### src/rtl/clk_display_mux.sv
// rtl/clk_display_mux.sv - multiplexed 4-digit seven-segment driver with adjust blink and colon
// Optional feature macro: LEADING_ZERO_BLANK_EN (blank slot 3 when the tens-of-minutes digit is zero)
module clk_display_mux #(
    parameter int REFRESH_DIV = 50000,
    parameter int BLINK_DIV   = 250
) (
    input  logic       clk,
    input  logic       reset,
    input  logic [3:0] min_ten,
    input  logic [3:0] min_one,
    input  logic [3:0] sec_ten,
    input  logic [3:0] sec_one,
    input  logic       adj_min,
    input  logic       adj_sec,
    output logic [3:0] an,
    output logic [6:0] seg,
    output logic       dp
);

    localparam int RW = (REFRESH_DIV > 1) ? $clog2(REFRESH_DIV) : 1;
    localparam int BW = (BLINK_DIV > 1) ? $clog2(BLINK_DIV) : 1;

    logic [RW-1:0] r_ref_cnt;
    logic [1:0]    r_slot;
    logic [BW-1:0] r_frame_cnt;
    logic          r_blink_on;
    logic [3:0]    r_snap_min_ten;
    logic [3:0]    r_snap_min_one;
    logic [3:0]    r_snap_sec_ten;
    logic [3:0]    r_snap_sec_one;
    logic          r_snap_adj_min;
    logic          r_snap_adj_sec;
    logic          r_snap_blink;
    logic [3:0]    r_an;
    logic [6:0]    r_seg;
    logic          r_dp;

    logic          w_ref_wrap;
    logic          w_frame_start;
    logic [3:0]    w_digit;
    logic [6:0]    w_decoded;
    logic          w_blank;
    logic [3:0]    w_an;
    logic [6:0]    w_seg;
    logic          w_dp;

    assign w_ref_wrap    = (r_ref_cnt == RW'(REFRESH_DIV - 1));
    assign w_frame_start = (r_ref_cnt == '0) && (r_slot == 2'd0);

    always_comb begin
        w_digit = r_snap_sec_one;
        case (r_slot)
            2'd0: w_digit = r_snap_sec_one;
            2'd1: w_digit = r_snap_sec_ten;
            2'd2: w_digit = r_snap_min_one;
            2'd3: w_digit = r_snap_min_ten;
            default: w_digit = r_snap_sec_one;
        endcase
    end

    always_comb begin
        w_decoded = 7'b0111111;
        case (w_digit)
            4'd0: w_decoded = 7'b1000000;
            4'd1: w_decoded = 7'b1111001;
            4'd2: w_decoded = 7'b0100100;
            4'd3: w_decoded = 7'b0110000;
            4'd4: w_decoded = 7'b0011001;
            4'd5: w_decoded = 7'b0010010;
            4'd6: w_decoded = 7'b0000010;
            4'd7: w_decoded = 7'b1111000;
            4'd8: w_decoded = 7'b0000000;
            4'd9: w_decoded = 7'b0010000;
            default: w_decoded = 7'b0111111;
        endcase
    end

    // Blink phase is taken from the frame-start snapshot so a frame is never half blanked.
    always_comb begin
        w_blank = !r_snap_blink &&
                  ((r_slot[1] && r_snap_adj_min) || (!r_slot[1] && r_snap_adj_sec));
`ifdef LEADING_ZERO_BLANK_EN
        if (r_slot == 2'd3 && r_snap_min_ten == 4'd0) begin
            w_blank = 1'b1;
        end
`endif
    end

    // Ghost cycle at ref_cnt=0 keeps every anode off while the slot changes.
    always_comb begin
        w_an  = 4'b1111;
        w_seg = 7'b1111111;
        w_dp  = 1'b1;
        if (r_ref_cnt != '0) begin
            w_an  = ~(4'b0001 << r_slot);
            w_seg = w_blank ? 7'b1111111 : w_decoded;
            w_dp  = (r_slot == 2'd2) ? 1'b0 : 1'b1;
        end
    end

    always_ff @(posedge clk) begin
        if (reset) begin
            r_ref_cnt      <= '0;
            r_slot         <= 2'd0;
            r_frame_cnt    <= '0;
            r_blink_on     <= 1'b1;
            r_snap_min_ten <= 4'd0;
            r_snap_min_one <= 4'd0;
            r_snap_sec_ten <= 4'd0;
            r_snap_sec_one <= 4'd0;
            r_snap_adj_min <= 1'b0;
            r_snap_adj_sec <= 1'b0;
            r_snap_blink   <= 1'b1;
            r_an           <= 4'b1111;
            r_seg          <= 7'b1111111;
            r_dp           <= 1'b1;
        end else begin
            r_ref_cnt <= w_ref_wrap ? '0 : r_ref_cnt + 1'b1;
            if (w_ref_wrap) begin
                r_slot <= r_slot + 2'd1;
            end
            if (w_frame_start) begin
                r_snap_min_ten <= min_ten;
                r_snap_min_one <= min_one;
                r_snap_sec_ten <= sec_ten;
                r_snap_sec_one <= sec_one;
                r_snap_adj_min <= adj_min;
                r_snap_adj_sec <= adj_sec;
                r_snap_blink   <= r_blink_on;
                if (r_frame_cnt == BW'(BLINK_DIV - 1)) begin
                    r_frame_cnt <= '0;
                    r_blink_on  <= ~r_blink_on;
                end else begin
                    r_frame_cnt <= r_frame_cnt + 1'b1;
                end
            end
            r_an  <= w_an;
            r_seg <= w_seg;
            r_dp  <= w_dp;
        end
    end

    assign an  = r_an;
    assign seg = r_seg;
    assign dp  = r_dp;

endmodule
### config.mk
export PLATFORM = sky130hd
export DESIGN_NAME = clk_display_mux
export DESIGN_NICKNAME = d
export VERILOG_FILES = /design/src/rtl/clk_display_mux.sv
export SDC_FILE = /design/constraint.sdc
export NUM_CORES = 1
export LEC_CHECK = 0
export ABC_AREA = 1
export BUFFER_PORTS_ARGS = -buffer_cell sky130_fd_sc_hd__clkbuf_2
export CAP_MARGIN = 15
export CORE_ASPECT_RATIO = 0.5
export CORE_MARGIN = 2
export CORE_UTILIZATION = 40
export DETAILED_ROUTE_END_ITERATION = 8
export PLACE_DENSITY = 0.61
export SLEW_MARGIN = 20
export SYNTH_ARGS = -nofsm -noshare
export SYNTH_HDL_FRONTEND = slang
export SYNTH_SLANG_ARGS = --single-unit
### constraint.sdc
create_clock -name clk -period 1.79 [get_ports clk]
set_input_delay 0.179 -clock clk [delete_from_list [all_inputs] [get_ports clk]]
set_output_delay 0.179 -clock clk [all_outputs]
set_load 0.02 [all_outputs]
Word level (Yosys, flattened, before mapping)
Memories as Yosys holds them, arrays and structs flattened. A register that Yosys moved wholly into a read port is not among the register bits.
Cells that the tools add are included.
{ "totals": {"in_bits": 20, "mem_count": 1, "ff_bits": 51, "rom_bits": 112, "elab_cells": 43} }
{ "classes": {"shift": 1, "n_addsub": 3, "reduce_logical": 14, "n_eq_ne": 5, "muxes": 3, "bitwise_logic": 3} }
{ "memory_table": {"columns": ["memory", "words", "word_bits", "rd", "rd_ports_with_merged_regs", "wr", "line_no", "rtl"], "rows": [
  ["(name not given)", 16, 7, 1, 1, 0, "63", "case (w_digit)"]
]} }
{ "op_table": {"columns": ["op", "n"], "rows": [
  ["adder 16 x 1 -> 16 bit (second input constant)", 1],
  ["equality test 16 bit (second input constant)", 1],
  ["logical NOT 16 bit", 1],
  ["one-hot mux 4 bit (4 select lines)", 1],
  ["nonzero test 16 bit", 1],
  ["adder 8 x 1 -> 8 bit (second input constant)", 1],
  ["equality test 8 bit (second input constant)", 1],
  ["two-way mux 8 bit", 1],
  ["equality test 2 bit (second input constant)", 2],
  ["logical AND 1 bit", 4],
  ["inverter 4 bit", 1],
  ["OR reduction 2 bit", 2],
  ["<< shifter 1 x 2 -> 4 bit (first input constant)", 1],
  ["OR reduction 3 bit", 1],
  ["adder 2 x 1 -> 2 bit (second input constant)", 1],
  ["equality test 2 x 1 -> 1 bit (second input constant)", 1],
  ["logical NOT 1 bit", 2],
  ["logical NOT 2 bit", 1],
  ["inverter 1 bit", 2],
  ["AND reduction 2 bit", 1],
  ["logical OR 1 bit", 1],
  ["two-way mux 1 bit", 1]
]} }

Longest topological paths before layout
Gate-level depths: netlist of the first run.
{ "depth": {"word_depth": 5, "ltp_mapped": 12, "mapped_depth_nobuf": 12} }

Worst setup path after synthesis of the first run
No wires, ideal clock.
{ "synth_path": {"path_type": "register to register", "start": "register r_slot[0]", "end": "register r_seg[5] (netlist: seg[5])", "setup_time_ps": 119, "t_arrival_ps": 1546, "required_time_ps": 1671, "stages_incl_launch_ff": 11, "slack_ps": 125, "cell_sequence": "dfxtp_1 -> inv_1 -> ha_1 -> inv_2 -> nand2_1 -> nor2_1 -> nor2_1 -> ha_1 -> or2_2 -> nand3_1 -> nand2_1"} }
{ "synth_via": {"elab_chain_len": 2, "elab_cells_between_ends": 5} }
{ "synth_rtl": {"columns": ["element", "line_no", "rtl"], "rows": [
  ["start: declaration", "24", "logic [1:0] r_slot;"],
  ["start signal: assignment", "120", "r_slot <= r_slot + 2'd1;"],
  ["equality test 2 bit, or another cell as far along", "52", "case (r_slot)"],
  ["one-hot mux 4 bit (4 select lines) (*)", "52", null],
  ["end: declaration", "35", "logic [6:0] r_seg;"]
]} }
Every way passes the cells marked *; elsewhere a longest branch is shown, timed or not.
A chain may end at the register's enable or synchronous reset.

Worst setup path in the final report of the first run
Same ends and word-level chain as after synthesis.

==> reports/metrics.yaml, run 1 <==
synth_area_leaders: "dfxtp_1, nand2_1, a21oi_2"
crit_type: "reg -> reg"
holdBufCountCts: 0
hold_viol: 0
clk_path_buf_depth: 2
drv_slew: 0
ys_ff_latch: 57
start_kind: "flip-flop"
tightest_slew_ns: 0.394
fin_util_pct: 49.6
synthDistinctLibCells: 37
end_kind: "flip-flop"
grt_max_degree: 27
critPathMaxFanout: 7
dieWidth_um: 127
p_leak_nw: 1.48
reg2reg_from: "r_slot[0]"
skew_ns: 0.00575
clk_pin_slew_ns: 0.05
status: "finished clean"
syn_nets: 439
post_drt_wl_per_cell_um: 10.9
cts_tree: "built"
synth_edf_count: 0
coreArea_um2: 7320
place_congestion: 0.788
synthCells: 407
ff2ff_path_depth: 10
netlist.area_leader.share_pct: 37.8
clk_root_buffer_cell: "clkbuf_16"
hold_path_depth: 3
required_ns: 2.01
reg2reg_slack_ns: 0.13
clkSinkCount: 57
synth_ff_type: "dfxtp_1"
netlist_area_um2: 3020
yosysWarnings: 0
portBuffers: 31
drt_iter0_markers: 120
io_pins: 32
post-route-period-util_pct: 92.8
clkLatencyLatePin_ns: 0.33
routed_wirelength_um: 6020
min_from: "sec_one[3]"
layout-drive-gt1-share_pct: 29.3
synthArstFlopShare_pct: 0
ant_nets: 0
grt_first_pass_wirelength_um: 10000
drt_pass1_iterations: 4
dieHeight_um: 65.4
rr_endpoint: "seg[5]"
post_dp_cell_area_um2: 3270
design_area_um2: 3630
seq_area_frac_synth_pct: 37.8
start_util_pct: 41.2
holdPathEnd: "r_snap_sec_one[3]"
htree_levels: 3
maxCapViolCount: 0
ir_drop_uv: 466
final-setup-viol-count: 0
whs_ns: 0.0776
power_mw: 3.64
grt_pass1_vias: 2243
vias_per_cell: 4.60
worstPathArrival_ns: 1.88
overflow: 0
dieArea_um2: 8300
drc: 0
fmax_mhz: 602
p_per_area_nw_per_um2: 1000
area_growth_pct: 20.4
antenna_found_initial: 0
antennaDiodeCount: 0
yosysTopAreaCell: "dfxtp_1"
final_nets: 481
fillers: 737
maxSlewHeadroom_pct: 73.7
vias: 2532
syn_area_per_cell_um2: 7.42
finalCriticalPeriod_ns: 1.66
grt_usage_pct: 15.5
hp-class: "in -> reg"
hpwl_um: 4360
rows: 22
numCtsBuffers: 9
[critical path, stage by stage (launching register included)]
cell and delay, ns:
dfxtp_2 0.34, inv_1 0.08, ha_2 0.21, inv_4 0.08, nand2_1 0.08, nor2_1 0.10
nor2_1 0.07, ha_1 0.19, or2_2 0.28, nand3_1 0.08, nand2_1 0.04
[worst max-delay path by stage]
| stage | start | to | slack [ns] |
|---|---|---|---|
| after floorplan | r_slot[0] | seg[5] | 0.13 |
| after global placement | r_slot[1] | seg[5] | 0.06 |
| after detailed placement | r_slot[1] | seg[3] | 0.007 |
| after CTS | r_slot[1] | seg[3] | 0.01 |
| after global routing | r_slot[0] | seg[3] | -0.003 |
| final | r_slot[0] | seg[5] | 0.13 |
[through the flow]
stage,cells,setup WS [ns],TNS (ns)
after global routing,550,-0.00296,-0.00296
after detailed placement,533,0.00678,0
after global placement,533,0.0624,0
final,550,0.129,0
after CTS,549,0.0115,0
after floorplan,407,0.125,0
[cells by family (layout without fill, tap and decap cells)]
family,after synthesis,in the layout,synth area share [%]
simple gates,232,232,36.0
flops,57,57,37.8
buf+inv,52,99,8.41
compound gates,49,49,11.4
fa+ha+maj,12,12,4.97
xor+xnor,5,5,1.45
[per-layer routing]
layer / GRT usage, % / wire length, um
met5: 0 / 0
met3: 5.78 / 222
met2: 23.4 / 2580
met4: 6.18 / 83
met1: 20.2 / 3130
[report_power, final]
part / switching [mW] / leakage (nW) / internal [mW]
combinational: 0.269 / 0.852 / 0.157
sequential: 0.0416 / 0.467 / 1.35
clock: 0.562 / 0.162 / 1.27
[synth_stat cells, types with 2 or more instances]
master / count
inv_1: 34
buf_12: 2
nor3_1: 6
o21ai_0: 6
nand3_2: 3
or2_2: 3
buf_2: 4
inv_2: 6
ha_1: 12
xnor2_1: 2
nor2_2: 5
clkbuf_1: 2
xor2_1: 3
nand2_1: 113
o21ai_1: 2
nand2_2: 22
nand4_1: 5
a21oi_2: 20
nor2_4: 4
buf_6: 2
a21oi_1: 15
nor3b_1: 2
o211ai_1: 2
nor2_1: 44
dfxtp_1: 57
nand3_1: 20
[flip-flops by register name, indices dropped and copies added, names as in the netlist, 2 cells and up]
name and count:
r_ref_cnt 16, r_frame_cnt 8, seg 7, an 4, r_snap_min_one 4, r_snap_min_ten 4, r_snap_sec_one 4, r_snap_sec_ten 4
r_slot 2
[cell usage in the layout, fill, tap and decap left out, drive strengths merged]
cell type    n
xor2         3
ha          12
nor2        53
nand2      136
buf         11
nand3       24
dfxtp       57
o21bai       2
clkbuf      46
nor3         7
nand4        5
o211ai       2
bufinv       1
a21oi       35
inv         41
o21a         1
o21ai        8
o22ai        1
xnor2        2
or2          4
nor3b        3
[cell type report]
class / instances / area (um^2) / share of cell area [%]
Timing Repair Buffer: 42 / 238 / 6.54
Clock buffer: 15 / 298 / 8.19
Clock inverter: 1 / 30.0 / 0.826
Sequential cell: 57 / 1140 / 31.5
Multi-Input combinational cell: 298 / 1650 / 45.3
Tap cell: 96 / 120 / 3.30
Inverter: 41 / 159 / 4.37
[repair_timing]
item | in CTS | in global routing
gates resized for setup | 0 | 11
pin swaps | 1 | 3
gates cloned | 0 | 0
setup buffers | 0 | 1
setup endpoints to repair | 1 | 6
Power figures use the tool's default switching activity.
==> run 2, diff against run 1 <==
Settings changed: CAP_MARGIN 15 to not set, CORE_ASPECT_RATIO 0.5 to 1.75, GPL_TIMING_DRIVEN set to 0.
==> run 2 against run 1 <==
First-iteration DRC count is 38% lower. Setup slack worse by 0.042 ns. Maximum frequency is 2.5% lower. Clock skew is 0.0012 ns higher. Combinational power is 13% higher. Clock-buffer cell count stayed put. Die area is 0.17% lower. Final cell count is 1.6% lower. Critical endpoint unchanged. Largest cell class unchanged. Largest power group unchanged.
==> reports/metrics.yaml, run 2 (synthesized netlist as in run 1, its figures left out) <==
vias_per_cell: 4.90  # was 4.60
tns_ns: 0  # unchanged
vias: 2649  # was 2,532
p_per_area_nw_per_um2: 913  # was 1000 nW/um^2
clk_path_buf_depth: 2  # unchanged
mostFrequentLayoutCells: "nand2_1, dfxtp_1, nor2_1"  # unchanged
clk_pin_slew_ns: 0.05  # about the same
p_leak_nw: 1.47  # was 1.48 nW
antennaDiodeCount: 0  # unchanged
layout-drive-gt1-share_pct: 30.8  # was 29.3%
final-setup-viol-count: 0  # unchanged
holdBufCountCts: 0  # unchanged
skew_ns: 0.00691  # was 0.00575 ns
hp-class: "in -> reg"  # unchanged
crit_type: "reg -> reg"  # unchanged
worstPathArrival_ns: 1.92  # was 1.88 ns
start_util_pct: 41.4  # was 41.2%
drt_pass1_iterations: 4  # unchanged
grt_usage_pct: 17.5  # was 15.5%
maxSlewHeadroom_pct: 52.4  # was 73.7%
hold_viol: 0  # unchanged
dieWidth_um: 69.7  # was 127 um
ir_drop_uv: 543  # was 466 uV
clk_root_buffer_cell: "clkbuf_16"  # unchanged
grt_first_pass_wirelength_um: 11400  # was 10,000 um
post_drt_wl_per_cell_um: 12.8  # was 10.9 um
tightest_slew_ns: 0.713  # was 0.394 ns
fin_util_pct: 50.6  # was 49.6%
maxCapViolCount: 0  # unchanged
final_nets: 483  # was 481
status: "finished clean"  # unchanged
setup_ws_ns: 0.0867  # was 0.129 ns
drc: 0  # unchanged
clkLatencyLatePin_ns: 0.33  # about the same
portBuffers: 30  # was 31
whs_ns: 0.0830  # was 0.0776 ns
preCtsSetupSlack_ns: -0.211  # was 0.00678 ns
place_congestion: 0.868  # was 0.788
grt_max_degree: 11  # was 27
start_kind: "flip-flop"  # unchanged
dieHeight_um: 119  # was 65.4 um
drt_iter0_markers: 74  # was 120
post_dp_cell_area_um2: 3280  # was 3270 um^2
largest_reg_flops: 16  # unchanged
grt_pass1_vias: 2576  # was 2,243
final_common_cell: "nand2_1"  # unchanged
finalCriticalPeriod_ns: 1.70  # was 1.66 ns
largest_register: "r_ref_cnt"  # unchanged
rows: 41  # was 22
end_kind: "flip-flop"  # unchanged
dieArea_um2: 8290  # was 8300 um^2
overflow: 0  # unchanged
routed_wirelength_um: 6910  # was 6020 um
required_ns: 2.00  # was 2.01 ns
post-route-period-util_pct: 95.2  # was 92.8%
drv_slew: 0  # unchanged
numCtsBuffers: 9  # unchanged
htree_levels: 3  # unchanged
antenna_found_initial: 0  # unchanged
fillers: 725  # was 737
cts_tree: "built"  # unchanged
hpwl_um: 5080  # was 4360 um
reg2reg_slack_ns: 0.09  # was 0.13 ns
io_pins: 32  # unchanged
multi_input_area_um2: 1730  # was 1650 um^2
ant_nets: 0  # unchanged
clkSinkCount: 57  # unchanged
seq_area_um2: 1150  # was 1140 um^2
fmax_mhz: 587  # was 602 MHz
design_area_um2: 3680  # was 3630 um^2
coreArea_um2: 7280  # was 7320 um^2
area_growth_pct: 22.0  # was 20.4%
critPathMaxFanout: 6  # was 7
[run 2: cell count changes in the layout (fill, tap and decap cells not counted), sizes merged]
cell / change
buf: +1
bufinv: -1
clkbuf: +1
[run 2: worst paths after layout]
kind | end | from | cells after the start
worst max register to register | seg[5] | r_slot[0] | 9
worst min-delay path | r_snap_min_one[1] | min_one[1] | 3
worst max-delay path | seg[5] | r_slot[0] | 9
worst min register to register | r_snap_adj_min | r_snap_adj_min | 2
[run 2: area by class of cell]
| cell class | count | share of cell area (%) |
|---|---|---|
| Sequential cell | 57 | 31.2 |
| Inverter | 41 | 4.52 |
| Tap cell | 86 | 2.92 |
| Multi-Input combinational cell | 298 | 47.0 |
| Buffer | 11 | 2.65 |
| Clock buffer | 15 | 7.00 |
| Timing Repair Buffer | 33 | 4.69 |
[run 2: layer usage]
metal / routed length (um) / track usage (%)
met1: 2730 / 17.2
met4: 245 / 10.6
met3: 207 / 3.64
met5: 0 / 0
met2: 3730 / 32.8
[run 2: through the flow]
step           total power [mW]  instances
2_1_floorplan              1.75        407
3_3_place_gp               1.87        523
3_5_place_dp               1.88        523
4_1_cts                    3.38        539
5_1_grt                    3.50        541
6_report                   3.36        541
[run 2: power by group]
part | switching (mW) | leakage, nW | internal [mW]
Sequential | 0.0412 | 0.468 | 1.34
Combinational | 0.296 | 0.874 | 0.188
Clock | 0.532 | 0.124 | 0.964
Total | 0.869 | 1.47 | 2.50
[run 2: what timing repair did]
action	in CTS	in global routing
cloned	0	0
buffers inserted	1	2
gates resized for setup	16	19
pin swaps	2	5
setup endpoints to repair	6	6
[run 2: critical path, cell delays in order, from the launching register on]
cell and delay, ns:
dfxtp_4 0.37, inv_4 0.10, ha_4 0.17, inv_6 0.05
nor2_1 0.20, nor2_4 0.10, ha_1 0.18, or2_2 0.29
nand3_1 0.09, nand2_1 0.05
==> run 3, diff against run 2 <==
Settings changed: ABC_AREA 1 to not set, PLACE_DENSITY 0.61 to 0.59.
Clock period 1.79 ns to 2.05 ns, I/O delays scaled along.
==> run 3 against run 2 <==
Synthesized cell count decreased by 25%. Core utilization is 0.66 points higher. Largest cell class unchanged. Combinational power down 28%. Clock skew barely moved. Sequential share of layout area increased by 3.4 points. Clock power hardly changed. Via count decreased by 13%.
==> reports/metrics.yaml, run 3 <==
routed_wirelength_um: 6330  # was 6910 um
grt_pass1_vias: 2302  # was 2,576
grt_usage_pct: 19.1  # was 17.5%
yosysWarnings: 0  # unchanged
synth_ff_type: "dfxtp_1"  # unchanged
drt_pass1_iterations: 5  # was 4
post-route-period-util_pct: 95.3  # was 95.2%
clkSinkCount: 57  # unchanged
p_sw_mw: 0.758  # was 0.869 mW
numCtsBuffers: 9  # unchanged
antenna_found_initial: 0  # unchanged
overflow: 0  # unchanged
vias_per_cell: 5.24  # was 4.90
grt_max_degree: 11  # unchanged
skew_ns: 0.00654  # was 0.00691 ns
mostFrequentLayoutCells: "dfxtp_1, nand2_1, clkbuf_2"  # was nand2_1, dfxtp_1, nor2_1
ff2ff_path_depth: 7  # was 9
ir_drop_uv: 423  # was 543 uV
reg2reg_from: "r_slot[1]"  # was r_slot[0]
finalCriticalPeriod_ns: 1.95  # was 1.70 ns
setup_ws_ns: 0.0956  # was 0.0867 ns
maxCapViolCount: 0  # unchanged
seq_area_um2: 1150  # unchanged
switching_share_pct: 24.9  # was 25.8%
final_common_cell: "dfxtp_1"  # was nand2_1
path_cells: "inv_2 > ha_4 > a222oi_1 > buf_4 > mux2i_4 > or4b_4 > nand4_1"  # was inv_4 > ha_4 > inv_6 > nor2_1 > nor2_4 > ha_1 > or2_2 > nand3_1 > nand2_1
portBuffers: 31  # was 30
drv_slew: 0  # unchanged
place_congestion: 0.811  # was 0.868
start_util_pct: 40.9  # was 41.4%
synthArstFlopShare_pct: 0  # unchanged
rows: 39  # was 41
p_per_area_nw_per_um2: 917  # was 913 nW/um^2
holdBufCountCts: 0  # unchanged
maxSlewHeadroom_pct: 63.7  # was 52.4%
reg2reg_slack_ns: 0.1  # was 0.09 ns
drc: 0  # unchanged
seq_area_frac_synth_pct: 43.0  # was 37.8%
dieArea_um2: 7330  # was 8290 um^2
hold_path_depth: 3  # unchanged
synth_common_cells: "dfxtp_1, nand2_1, a21oi_1"  # was nand2_1, dfxtp_1, nor2_1
final_nets: 385  # was 483
power_mw: 3.05  # was 3.36 mW
netlist_area_um2: 2650  # was 3020 um^2
hpwl_um: 4620  # was 5080 um
slowest_stage: "or4b_4"  # was dfxtp_4
start_kind: "flip-flop"  # unchanged
synth.most_common_cell: "dfxtp_1"  # was nand2_1
final-setup-viol-count: 0  # unchanged
ys_ff_latch: 57  # unchanged
synth_area_leaders: "dfxtp_1, nand2_1, a21oi_1"  # was dfxtp_1, nand2_1, a21oi_2
multi_input_area_um2: 1460  # was 1730 um^2
dieHeight_um: 112  # was 119 um
rr_endpoint: "seg[3]"  # was seg[5]
grt_first_pass_wirelength_um: 10600  # was 11,400 um
netlist.area_leader.share_pct: 43.0  # was 37.8%
holdPathEnd: "r_snap_sec_ten[1]"  # was r_snap_min_one[1]
tns_ns: 0  # unchanged
area_growth_pct: 25.3  # was 22.0%
hold_viol: 0  # unchanged
clk_pin_slew_ns: 0.05  # about the same
synth_edf_count: 0  # unchanged
htree_levels: 3  # unchanged
worstPathArrival_ns: 2.22  # was 1.92 ns
synthDistinctLibCells: 46  # was 37
synthCells: 307  # was 407
yosysTopAreaCell: "dfxtp_1"  # unchanged
design_area_um2: 3320  # was 3680 um^2
tightest_slew_ns: 0.544  # was 0.713 ns
p_leak_nw: 1.28  # was 1.47 nW
combPwrFrac_pct: 11.4  # was 14.4%
clk_root_buffer_cell: "clkbuf_16"  # unchanged
coreArea_um2: 6490  # was 7280 um^2
vias: 2306  # was 2,649
required_ns: 2.32  # was 2.00 ns
p_int_mw: 2.29  # was 2.50 mW
fmax_mhz: 512  # was 587 MHz
end_kind: "flip-flop"  # unchanged
fillers: 625  # was 725
io_pins: 32  # unchanged
fin_util_pct: 51.2  # was 50.6%
crit_type: "reg -> reg"  # unchanged
syn_nets: 339  # was 439
ant_nets: 0  # unchanged
clkLatencyLatePin_ns: 0.33  # about the same
min_from: "sec_ten[1]"  # was min_one[1]
layout-drive-gt1-share_pct: 22.3  # was 30.8%
syn_area_per_cell_um2: 8.64  # was 7.42 um^2
status: "finished clean"  # unchanged
cts_tree: "built"  # unchanged
largest_register: "r_ref_cnt"  # unchanged
largest_reg_flops: 16  # unchanged
critPathMaxFanout: 7  # was 6
antennaDiodeCount: 0  # unchanged
clk_path_buf_depth: 2  # unchanged
preCtsSetupSlack_ns: -0.232  # was -0.211 ns
dieWidth_um: 65.6  # was 69.7 um
clock_power_share_pct: 48.3  # was 44.5%
power.sequential.fraction_pct: 40.3  # was 41.1%
post_drt_wl_per_cell_um: 14.4  # was 12.8 um
slowest_delay_ns: 0.54  # was 0.37 ns
drt_iter0_markers: 109  # was 74
hp-class: "in -> reg"  # unchanged
post_dp_cell_area_um2: 2910  # was 3280 um^2
crit_start: "r_slot[1]"  # was r_slot[0]
run 3: cell types whose count changed after synthesis, moves of 16 or more:
cell	delta
nand2_2	-22
a21oi_2	-20
inv_1	-19
a21oi_1	+16
nand2_1	-59
nor2_1	-25
run 3: kinds of logic (layout without fill, tap and decap cells):
logic type	Yosys count	in the layout	share of synthesized area [%]
and+or+nand+nor	134	134	27.4
muxes	7	7	2.83
AOI/OAI and AO/OA	55	55	12.4
buffers and inverters	30	81	4.67
xor gates and xnor gates	12	12	3.96
adders and majority gates	12	12	5.66
DFF	57	57	43.0
run 3: worst max path at each step:
stage | to | slack (ns)
2_1_floorplan | seg[0] | 0.08
3_3_place_gp | seg[3] | -0.21
3_5_place_dp | seg[2] | -0.23
4_1_cts | seg[3] | 0.001
5_1_grt | r_snap_sec_ten[0] | -0.02
6_report | seg[3] | 0.1
run 3: layer usage:
metal	wire length (um)	global-route usage, %	vias to the layer above
met5	0	0	-
met4	206	10.6	0
met3	243	4.95	16
met2	3380	34.1	52
met1	2500	19.4	1070
li1	-	-	1168
run 3: timing repair:
action | 4_1_cts | 5_1_grt
resized for setup | 10 | 19
setup buffers | 2 | 3
pin swaps | 2 | 4
setup endpoints to repair | 7 | 38
run 3: cell type report:
class	count	area share, %
clock inverter	3	1.20
multi-input combinational	220	44.0
inverter	15	1.69
clock buffer	13	7.53
tap	82	3.09
buffer	14	2.18
timing repair buffer	36	5.80
sequential	57	34.6
run 3: power groups by stage:
stage | combinational, mW | sequential [mW] | clock [mW]
floorplan | 0.198 | 1.26 | 0
global placement | 0.315 | 1.25 | 0
detailed placement | 0.321 | 1.25 | 0
CTS | 0.329 | 1.23 | 1.50
global route | 0.391 | 1.24 | 1.56
finish | 0.348 | 1.23 | 1.47
run 3: worst max-delay path: cells and delay by family, from the launching register on:
kind | cells | cell delay (ns)
buffers and inverters | 2 | 0.25
AO/OA/AOI/OAI | 1 | 0.34
flip-flops | 1 | 0.39
adder cells (fa/ha/maj) | 1 | 0.18
multiplexers | 1 | 0.09
AND/OR/NAND/NOR | 2 | 0.65
run 3: through the flow:
stage               hold slack, ns  instances
CTS                         0.0950        437
global route                 0.105        440
floorplan                    0.345        307
finish                       0.103        440
detailed placement           0.439        420
global placement             0.435        420
